===== src/rtl/uart_rx_if.sv =====
// Receiver-side signal bundle: serial line in, decoded byte and strobes out.
// master is the receiver; slave is whoever drives the line and consumes bytes.
interface uart_rx_if;
   logic       rx;
   logic [7:0] dat;
   logic       received_pulse;
   logic       frame_err;
   logic       busy;

   modport master (
      input  rx,
      output dat,
      output received_pulse,
      output frame_err,
      output busy
   );

   modport slave (
      output rx,
      input  dat,
      input  received_pulse,
      input  frame_err,
      input  busy
   );
endinterface


===== src/rtl/uart_rx.sv =====
// 8N1 serial receiver: 2-FF synchroniser, mid-bit sampling FSM, registered
// byte/strobe outputs for the protocol decoder.
module uart_rx #(
   parameter int unsigned CLKS_PER_BIT = 104
) (
   input  logic      i_clk,
   input  logic      i_reset,
   uart_rx_if.master bus
);
   localparam int unsigned H    = CLKS_PER_BIT / 2;
   localparam int unsigned CntW = $clog2(CLKS_PER_BIT);
   localparam logic [CntW-1:0] CntHalf = CntW'(H - 1);
   localparam logic [CntW-1:0] CntFull = CntW'(CLKS_PER_BIT - 1);
   localparam logic [CntW-1:0] CntOne  = CntW'(1);

   typedef enum logic [2:0] {StWaitIdle, StIdle, StStart, StData, StStop} state_e;

   state_e          state_q, state_d;
   logic            sync1_q, rx_s_q;
   logic [CntW-1:0] cnt_q, cnt_d;
   logic [2:0]      bit_idx_q, bit_idx_d;
   logic [7:0]      shreg_q, shreg_d;
   logic [7:0]      dat_q, dat_d;
   logic            pulse_q, pulse_d;
   logic            ferr_q, ferr_d;
   logic            sample;

   always_ff @(posedge i_clk) begin
      if (i_reset) begin
         sync1_q   <= 1'b0;
         rx_s_q    <= 1'b0;
         state_q   <= StWaitIdle;
         cnt_q     <= '0;
         bit_idx_q <= '0;
         shreg_q   <= '0;
         dat_q     <= '0;
         pulse_q   <= 1'b0;
         ferr_q    <= 1'b0;
      end else begin
         sync1_q   <= bus.rx;
         rx_s_q    <= sync1_q;
         state_q   <= state_d;
         cnt_q     <= cnt_d;
         bit_idx_q <= bit_idx_d;
         shreg_q   <= shreg_d;
         dat_q     <= dat_d;
         pulse_q   <= pulse_d;
         ferr_q    <= ferr_d;
      end
   end

   assign sample = (cnt_q == '0);

   always_comb begin
      state_d   = state_q;
      cnt_d     = cnt_q;
      bit_idx_d = bit_idx_q;
      shreg_d   = shreg_q;
      dat_d     = dat_q;
      pulse_d   = 1'b0;
      ferr_d    = 1'b0;

      case (state_q)
         // A line held low (reset or break) must go high before any start bit counts.
         StWaitIdle: begin
            if (rx_s_q) state_d = StIdle;
         end
         StIdle: begin
            if (!rx_s_q) begin
               state_d = StStart;
               cnt_d   = CntHalf;
            end
         end
         StStart: begin
            if (!sample) begin
               cnt_d = cnt_q - CntOne;
            end else if (!rx_s_q) begin
               state_d   = StData;
               cnt_d     = CntFull;
               bit_idx_d = '0;
            end else begin
               state_d = StIdle;
            end
         end
         StData: begin
            if (!sample) begin
               cnt_d = cnt_q - CntOne;
            end else begin
               shreg_d   = {rx_s_q, shreg_q[7:1]};
               cnt_d     = CntFull;
               bit_idx_d = bit_idx_q + 3'd1;
               if (bit_idx_q == 3'd7) state_d = StStop;
            end
         end
         StStop: begin
            if (!sample) begin
               cnt_d = cnt_q - CntOne;
            end else if (rx_s_q) begin
               dat_d   = shreg_q;
               pulse_d = 1'b1;
               state_d = StIdle;
            end else begin
               ferr_d  = 1'b1;
               state_d = StWaitIdle;
            end
         end
         default: state_d = StWaitIdle;
      endcase
   end

   assign bus.dat            = dat_q;
   assign bus.received_pulse = pulse_q;
   assign bus.frame_err      = ferr_q;
   assign bus.busy           = (state_q != StIdle);
endmodule


===== src/flat_wrapper.sv =====
// flat-port wrapper written by rule: the top's interface ports become plain ports
module uart_rx_flat 
#(
   parameter int unsigned CLKS_PER_BIT = 104
)
  (i_clk, i_reset, bus_rx, bus_dat, bus_received_pulse, bus_frame_err, bus_busy);
  uart_rx_if bus_i ();
  input  logic i_clk;
  input  logic i_reset;
  input wire logic [$bits(bus_i.rx)-1:0] bus_rx;
  output wire logic [$bits(bus_i.dat)-1:0] bus_dat;
  output wire logic [$bits(bus_i.received_pulse)-1:0] bus_received_pulse;
  output wire logic [$bits(bus_i.frame_err)-1:0] bus_frame_err;
  output wire logic [$bits(bus_i.busy)-1:0] bus_busy;
  assign bus_i.rx = bus_rx;
  assign bus_dat = bus_i.dat;
  assign bus_received_pulse = bus_i.received_pulse;
  assign bus_frame_err = bus_i.frame_err;
  assign bus_busy = bus_i.busy;
  uart_rx #(.CLKS_PER_BIT(CLKS_PER_BIT)) u_core (.i_clk(i_clk), .i_reset(i_reset), .bus(bus_i));
endmodule

===== config.mk =====
export PLATFORM = sky130hd
export DESIGN_NAME = uart_rx_flat
export DESIGN_NICKNAME = d
export VERILOG_FILES = /design/src/rtl/uart_rx_if.sv /design/src/rtl/uart_rx.sv /design/src/flat_wrapper.sv
export SDC_FILE = /design/constraint.sdc
export NUM_CORES = 1
export LEC_CHECK = 0
export CORE_ASPECT_RATIO = 0.75
export CORE_MARGIN = 2
export CORE_UTILIZATION = 50
export CTS_CLUSTER_SIZE = 28
export DETAILED_ROUTE_END_ITERATION = 10
export HOLD_SLACK_MARGIN = 0.06
export PLACE_DENSITY = 0.82
export SLEW_MARGIN = 20
export SYNTH_ARGS = -nofsm -noshare
export SYNTH_HDL_FRONTEND = slang
export SYNTH_SLANG_ARGS = --single-unit

===== constraint.sdc =====
create_clock -name i_clk -period 1.8 [get_ports i_clk]
set_input_delay 0.36 -clock i_clk [delete_from_list [all_inputs] [get_ports i_clk]]
set_output_delay 0.36 -clock i_clk [all_outputs]
set_load 0.1 [all_outputs]

## Word-level counts from Yosys, hierarchy flattened

Index checks and enable logic that the tools add are counted.

| storage, ports and cells | value |
|---|---|
| register bits | 33 |
| bits of input ports | 3 |

| cells by class | value |
|---|---|
| equality and inequality tests | 15 |
| bitwise gates (word level) | 2 |
| reduce and logical (&&, ||, !) cells | 10 |
| add/subtract/negate cells | 2 |
| mux-type cells | 21 |

Operators by type and width:

| kind | count |
|---|---|
| 7-bit two-way mux | 5 |
| 7-bit case mux with 4 select lines | 1 |
| 3-bit two-way mux | 9 |
| 3-bit case mux with 5 select lines | 1 |
| 2-bit by 1-bit inequality test with 1-bit output (second input constant) | 5 |
| 4-bit AND reduction | 2 |
| 7-bit logical NOT | 1 |
| 7-bit by 1-bit subtractor with 7-bit output (second input constant) | 1 |
| 3-bit by 2-bit equality test with 1-bit output (second input constant) | 2 |
| 3-bit equality test (second input constant) | 2 |
| 2-bit inequality test (second input constant) | 3 |
| 3-bit case mux with 2 select lines | 1 |
| 6-bit AND reduction | 1 |
| 4-bit nonzero test | 1 |
| 3-bit by 1-bit adder with 3-bit output (second input constant) | 1 |
| 3-bit by 1-bit equality test with 1-bit output (second input constant) | 1 |
| 3-bit logical NOT | 1 |
| 1-bit two-way mux | 3 |
| 3-bit by 1-bit inequality test with 1-bit output (second input constant) | 1 |
| 3-bit inequality test (second input constant) | 1 |
| 3-bit AND reduction | 1 |
| 3-bit OR reduction | 1 |
| 2-bit two-way mux | 1 |
| 1-bit inverter | 2 |
| other kinds (2) | 2 |

## Longest topological paths before layout

| depth | value |
|---|---|
| depth after elaboration | 4 |
| depth in mapped cells | 7 |
| depth with buffers taken out | 6 |

## Worst setup path after synthesis

Ideal clock, no wire load.

| path | value |
|---|---|
| path kind | flip-flop to flip-flop |
| start point | register u_core.state_q[1] |
| end point | register u_core.cnt_q[5] |
| arrival | 1721 ps |
| required time | 1685 ps |
| period minus slack after synthesis | 1835 ps |
| buffers on the path | 2 |
| path slack | -35 ps |
| setup time | 115 ps |
| cell stages (with the launch flop) | 7 |
| cell sequence | dfxtp_1 > clkbuf_2 > or3b_1 > buf_2 > a22oi_2 > mux2_2 > o21a_1 |

| on the way | value |
|---|---|
| cells in the longest elaborated chain, start to end | 3 |

RTL lines:

| item | RTL line | RTL |
|---|---|---|
| from (decl) | uart_rx.sv:18 | `state_e state_q, state_d;` |
| from (signal assigned) | uart_rx.sv:32 | `state_q <= StWaitIdle;` |
| from (signal assigned) | uart_rx.sv:42 | `state_q <= state_d;` |
| 3-bit by 2-bit equality test with 1-bit output, or another cell as far along | uart_rx.sv:63 | `case (state_q)` |
| 3-bit inequality test (no line), or another cell as far along | n/a |  |
| 4-bit AND reduction (no line) | n/a |  |
| to (signal assigned) | uart_rx.sv:43 | `cnt_q <= cnt_d;` |
| to (decl) | uart_rx.sv:20 | `logic [CntW-1:0] cnt_q, cnt_d;` |

Parallel ways exist; a longest one is shown, timed or not.
A chain may end at the register's enable or synchronous reset.

## Worst setup path after layout

| path | value |
|---|---|
| start point | register u_core.cnt_q[2] |
| end point | register u_core.state_q[0] |

| on the way | value |
|---|---|
| cells in the longest elaborated chain, start to end | 3 |

RTL lines:

| item | RTL line | RTL |
|---|---|---|
| 7-bit logical NOT (*) | uart_rx.sv:52 | `assign sample = (cnt_q == '0);` |
| 2-bit by 1-bit inequality test with 1-bit output (no line) | n/a |  |
| 6-bit AND reduction (no line) (*) | n/a |  |

Every way passes the cells marked *; elsewhere a longest branch is shown, timed or not.

==> impl_metrics.toml <==
[timing]
final.setup.tns_ps = 0
skew_ps = 7.850
slew_violations = 0
finalSetupViolations = 0
period_share_pct = 95.65
tightest_slew_ps = 391.9
slew_headroom_pct = 73.87
hold_ws_ps = 437.2
clock.fmax_mhz = 580.8
hold_viol_final = 0
period_minus_slack_ps = 1722
rsz0062_at_grt = "true"

[placement]
portBuffers = 13
dp_cells = 216
place.gp.congestion = 0.8898
dp_hpwl_um = 2143

[global_routing]
grt.met3_usage_pct = 6.167
grtUsageTotal_pct = 20.76
grt_pass1_vias = 1135
use_met2_pct = 31.83
grt_pass1_wl_um = 5257
grt_util_met1_pct = 27.03
busiest_layer = "met2"
antenna_found_initial = 0
grt_overflow_total = 0
grt_max_degree = 24

[critical_path]
critPathTopFamily = "simple AND/OR/NAND/NOR gates"
crit_buf_inv = 0
crit_path_end_kind = "flip-flop"
crit_path_max_incr_delay_ps = 580
crit_chain = "or4_4 -> o31a_1 -> or3_1 -> a21oi_1"
startpoint_type = "flip-flop"
cp_slowest_cell = "or4_4"
crit_required_ps = 2010
critPathKind = "reg2reg"
worstPathArrival_ps = 1930
crit_fanout = 4

[logic_synthesis]
synthesis.nets = 163
synth_ff_type = "dfxtp_1"
synthTopCellsByArea = "dfxtp_1 (45%), mux2i_1 (11%), nor2_1 (6.1%)"
ys_seq_area_share_pct = 44.75
synth_edf_count = 0
async_flop_share_pct = 0
ys_warn_count = 0
synth_top_area_cell = "dfxtp_1"
synth_top_area_share_pct = 44.75
syn_inst = 156
ys_ff_latch = 33
synth.distinct_cells = 44
synthesis.area_mm2 = 0.001476
synth.avg_cell_area_um2 = 9.464

[floorplanning]
dieArea_mm2 = 0.003408
die_w_um = 66.75
core_mm2 = 0.002872
num_rows = 17
initial_core_util_pct = 51.42
io_pins = 14
die_h_um = 51.06

[finish]
multi_input_area_um2 = 785.8
fin_nets = 195
drive_above_1_share_pct = 25.93
layout.area.seq_um2 = 661.9
layout.cells.non_filler = 227
n_antenna_cell = 0
area_delta_synth_final_pct = 37.20
final_cell_mix = "dfxtp_1 (32), nor2_1 (24), buf_4 (17)"
final_util_pct = 70.54
num-fill-cells = 203
final_common_cell = "dfxtp_1"

[cts]
htreeDepth = 2
numCtsBuffers = 5
cts.sinks = 33
cts_buffer_depth = 2
clkLatencyLatePin_ps = 280
hold_buffers = 0
path_clk_slew_ps = 70
cts_tree = "done"
cts_root_buf = "clkbuf_8"

[power_and_ir_drop]
p_leak_uw = 0.0008411
p_per_area_mw_per_mm2 = 1310
ir_drop_uv = 552.0

[route]
drc = 0
vias = 1277
wl_per_cell_um = 14.93
drt-total-wl_um = 3388
ant_nets = 0
via_per_inst = 5.626
drt_first_pass_iters = 4
dr.first_iter.drc_count = 96

[hold_path]
worst_hold_path_type = "reg2reg"

[run_status]
status = "finished clean"

[flow_run]
drv_cap = 0
## Yosys cell counts, types with 2 or more instances
cell,count
a211oi_1,2
clkbuf_1,4
mux2i_1,16
o21a_1,2
nor3_1,5
o22ai_1,2
a21oi_1,4
nor2b_1,4
nand3_1,2
a32oi_1,2
nand2_1,8
buf_2,2
a221oi_1,2
inv_1,5
nand3b_1,2
nor3b_1,2
xor2_1,2
a22oi_1,2
o211ai_1,2
dfxtp_1,33
ha_1,4
nand4_1,2
nand2b_1,3
nor2_1,24
## final cells by class
class | instances | area share [%]
inverter | 5 | 0.9265
sequential | 33 | 32.67
clock buffer | 7 | 4.262
clock inverter | 1 | 1.482
timing repair buffer | 33 | 19.52
tap | 38 | 2.347
multi-input combinational | 110 | 38.79
## final timing paths
check | start | to | slack, ps | depth (start not counted)
worst min-delay path | u_core.sync1_q | u_core.rx_s_q | 440 | 1
worst max register to register | u_core.cnt_q[2] | u_core.state_q[0] | 80 | 4
worst max-delay path | u_core.cnt_q[2] | u_core.state_q[0] | 80 | 4
worst min register to register | u_core.sync1_q | u_core.rx_s_q | 440 | 1
## worst reg2reg max path, stage by stage (launching register included)
cell and delay (ps):
dfxtp_1 320, or4_4 580, o31a_1 290, or3_1 300
a21oi_1 160
## logic make-up after synthesis
| family | share of synthesized area (%) |
|---|---|
| flops | 44.75 |
| simple gates | 22.71 |
| buf+inv | 3.813 |
| fa+ha+maj | 3.390 |
| compound gates | 12.54 |
| mux | 11.61 |
| xor+xnor | 1.187 |
## state kept, by name, summed over array words and instances (netlist names), 3 cells and up
register and flops:
u_core.bit_idx_q 3, u_core.bus.dat 8, u_core.cnt_q 7, u_core.shreg_q 8
u_core.state_q 3
## power breakdown
group | switching, uW | internal, uW
clock network | 268 | 451
logic | 613 | 469
registers | 55.8 | 797
total | 937 | 1720
## metrics by stage
step | instance area (um2) | power (uW) | worst slack, ps
6_report | 2026 | 2654 | 78.30
5_1_grt | 2026 | 2797 | -5.967
4_1_cts | 1986 | 2562 | 15.03
3_5_place_dp | 1858 | 1824 | 87.61
3_3_place_gp | 1858 | 1783 | 149.7
2_1_floorplan | 1480 | 1521 | 15.80
## layer usage
| layer | part of all wire, % | wire, um | up-vias |
|---|---|---|---|
| li1 | - | - | 617 |
| met1 | 45 | 1515 | 602 |
| met2 | 48 | 1633 | 54 |
| met3 | 6.4 | 217 | 4 |
| met4 | 0.65 | 22 | 0 |
| met5 | 0 | 0 | - |
## what timing repair did
| action | 4_1_cts | 5_1_grt |
|---|---|---|
| pin swaps | 0 | 1 |
| resized for setup | 1 | 8 |
| setup buffers | 1 | 1 |
| setup endpoints to repair | 1 | 7 |
| gates cloned | 0 | 1 |
(Power assumes the default switching activity.)
==> RTL change (same flow settings) <==
`dat_q` no longer has a reset.
--- a/src/rtl/uart_rx.sv
+++ b/src/rtl/uart_rx.sv
@@ -33,7 +33,6 @@
          cnt_q     <= '0;
          bit_idx_q <= '0;
          shreg_q   <= '0;
-         dat_q     <= '0;
          pulse_q   <= 1'b0;
          ferr_q    <= 1'b0;
       end else begin
@@ -43,10 +42,13 @@
          cnt_q     <= cnt_d;
          bit_idx_q <= bit_idx_d;
          shreg_q   <= shreg_d;
-         dat_q     <= dat_d;
          pulse_q   <= pulse_d;
          ferr_q    <= ferr_d;
       end
+   end
+
+   always_ff @(posedge i_clk) begin
+      dat_q <= dat_d;
    end
 
    assign sample = (cnt_q == '0);
Formal check against the unedited RTL: same outputs for any inputs over 10 cycles, from zero or initial values and one cycle with i_reset high; that may be too few to reach the edited logic, so the function may still have changed.
==> RTL change against the original RTL <==
- final area increased by 3.4%
- routed wire length up 15%
- sequential cell count unchanged
- clock power fell by 24%
- combinational power rose by 26%
- area after synthesis grew 3.5%
- via count is 10% higher
- non-clock buffer count rose by 7
- synthesized cell count up 1.9%
- critical endpoint is now u_core.cnt_q[1]$_SDFFE_PP0P_
- utilization increased by 0.81 points
- setup slack lost 55 ps
- total power increased by 5.0%
- count of clock-buffer cells in the layout is 1 lower
==> RTL change: results (changes against the original RTL) <==
Run status
  – Status: finished clean (unchanged)

Layout
  – # nets final: 204 (was 195)
  – Share of cells above drive strength 1: 32.3% (was 25.9%)

Timing
  – Fmax achieved: 563 MHz (was 581 MHz)
  – WHS: 438 ps (was 437 ps)
  – Slew margin rel.: 71.0% (was 73.9%)
  – Clk_skew: 6.65 ps (was 7.85 ps)

Synth
  – Post-synth EDFFs: 8 (was 0)
  – Synth Area in XOR/XNOR: 1.15% (was 1.19%)
  – Syn_nets: 166 (was 163)
  – Seq/Total Area, Yosys: 48.5% (was 44.7%)
  – Synth Instances: 159 (was 156)
  – Adder-Cell Fraction of Synth Area: 3.28% (was 3.39%)
  – Multiplexer area fraction after synthesis: 0.655% (was 11.6%)
  – Compound-Gate Fraction of Synth Area: 18.8% (was 12.5%)
  – Top cells by area, synth: dfxtp_1, edfxtp_1, nand2_1 (was dfxtp_1, mux2i_1, nor2_1)
  – Unique masters post-synth: 47 (was 44)

Placed design
  – Inst Count DP: 225 (was 216)
  – Area of placed instances: 0.00196 mm^2 (was 0.00186 mm^2)
  – HPWL Detailed: 2.75 mm (was 2.14 mm)
  – RePlAce Congestion: 0.932 (was 0.890)

Power and ir drop
  – Logic pwr share: 48.8% (was 40.8%)
  – Comb group: 1360 uW (was 1080 uW)
  – LEAKAGE: 0.000803 uW (was 0.000841 uW)
  – Seq pwr share: 31.6% (was 32.1%)
  – Total net switching power: 1100 uW (was 937 uW)

Routing
  – Vias: 1405 (was 1277)
  – Met3 routed WL: 407 um (was 217 um)
  – Initial drt markers: 122 (was 96)
  – Final wirelength: 3.90 mm (was 3.39 mm)

Clock network
  – Clock Latency Late Sink: 300 ps (was 280 ps)

Critical path
  – R2r startpoint: u_core.cnt_q[0]$_SDFFE_PP0P_ (was u_core.cnt_q[2]$_SDFFE_PP0P_)
  – Peak per-stage delay on the critical path: 520 ps (was 580 ps)
  – R2R cell count: 6 (was 4)
  – Crit path DAT: 2000 ps (was 1930 ps)
  – Slowest library cell on the worst path: or4b_4 (was or4_4)
  – CP max FO: 6 (was 4)
  – Setup slack, reg-to-reg: 20 ps (was 80 ps)
  – Reg2reg end: u_core.cnt_q[1]$_SDFFE_PP0P_ (was u_core.state_q[0]$_SDFFE_PP0P_)

Global routing
  – Met3 Use GR: 9.52% (was 6.17%)
  – First-pass GRT wire length: 6.40 mm (was 5.26 mm)
  – Routing usage on met2: 36.4% (was 31.8%)
  – Vias in the first global route: 1268 (was 1135)
  – Total track usage: 26.2% (was 20.8%)
[RTL change: cell types whose count changed after synthesis, sizes merged, moves of 8 or more]
cell	unedited run	this run
nand2	8	26
a21oi	4	12
mux2i	16	1
dfxtp	33	25
edfxtp	0	8
nor2	24	9
[RTL change: cells by family after synthesis]
group                      Yosys count
and+or+nand+nor                     65
AOI/OAI and AO/OA                   39
DFF                                 33
buffers and inverters               15
adders and majority gates            4
xor gates and xnor gates             2
muxes                                1
[RTL change: repair_timing]
item / in CTS / in global routing
resized for setup: 2 / 6
setup buffers: 0 / 3
pin swaps: 0 / 3
endpoints found under the setup margin: 15 / 15
[RTL change: worst register-to-register path, delay by kind of cell, from the launching register on]
kind,cells,cell delay (ps)
compound gates,1,210
mux,1,190
buf+inv,1,70
fa+ha+maj,1,120
simple gates,2,790
flops,1,320
[RTL change: final cells by class]
class	count	area, um^2
fillers	213	841
clock buffers	6	72.6
inverters	6	22.5
clock inverters	2	10.0
multi-input cells	111	756
well taps	38	47.5
flip-flops and latches	33	743
repair buffers	40	443
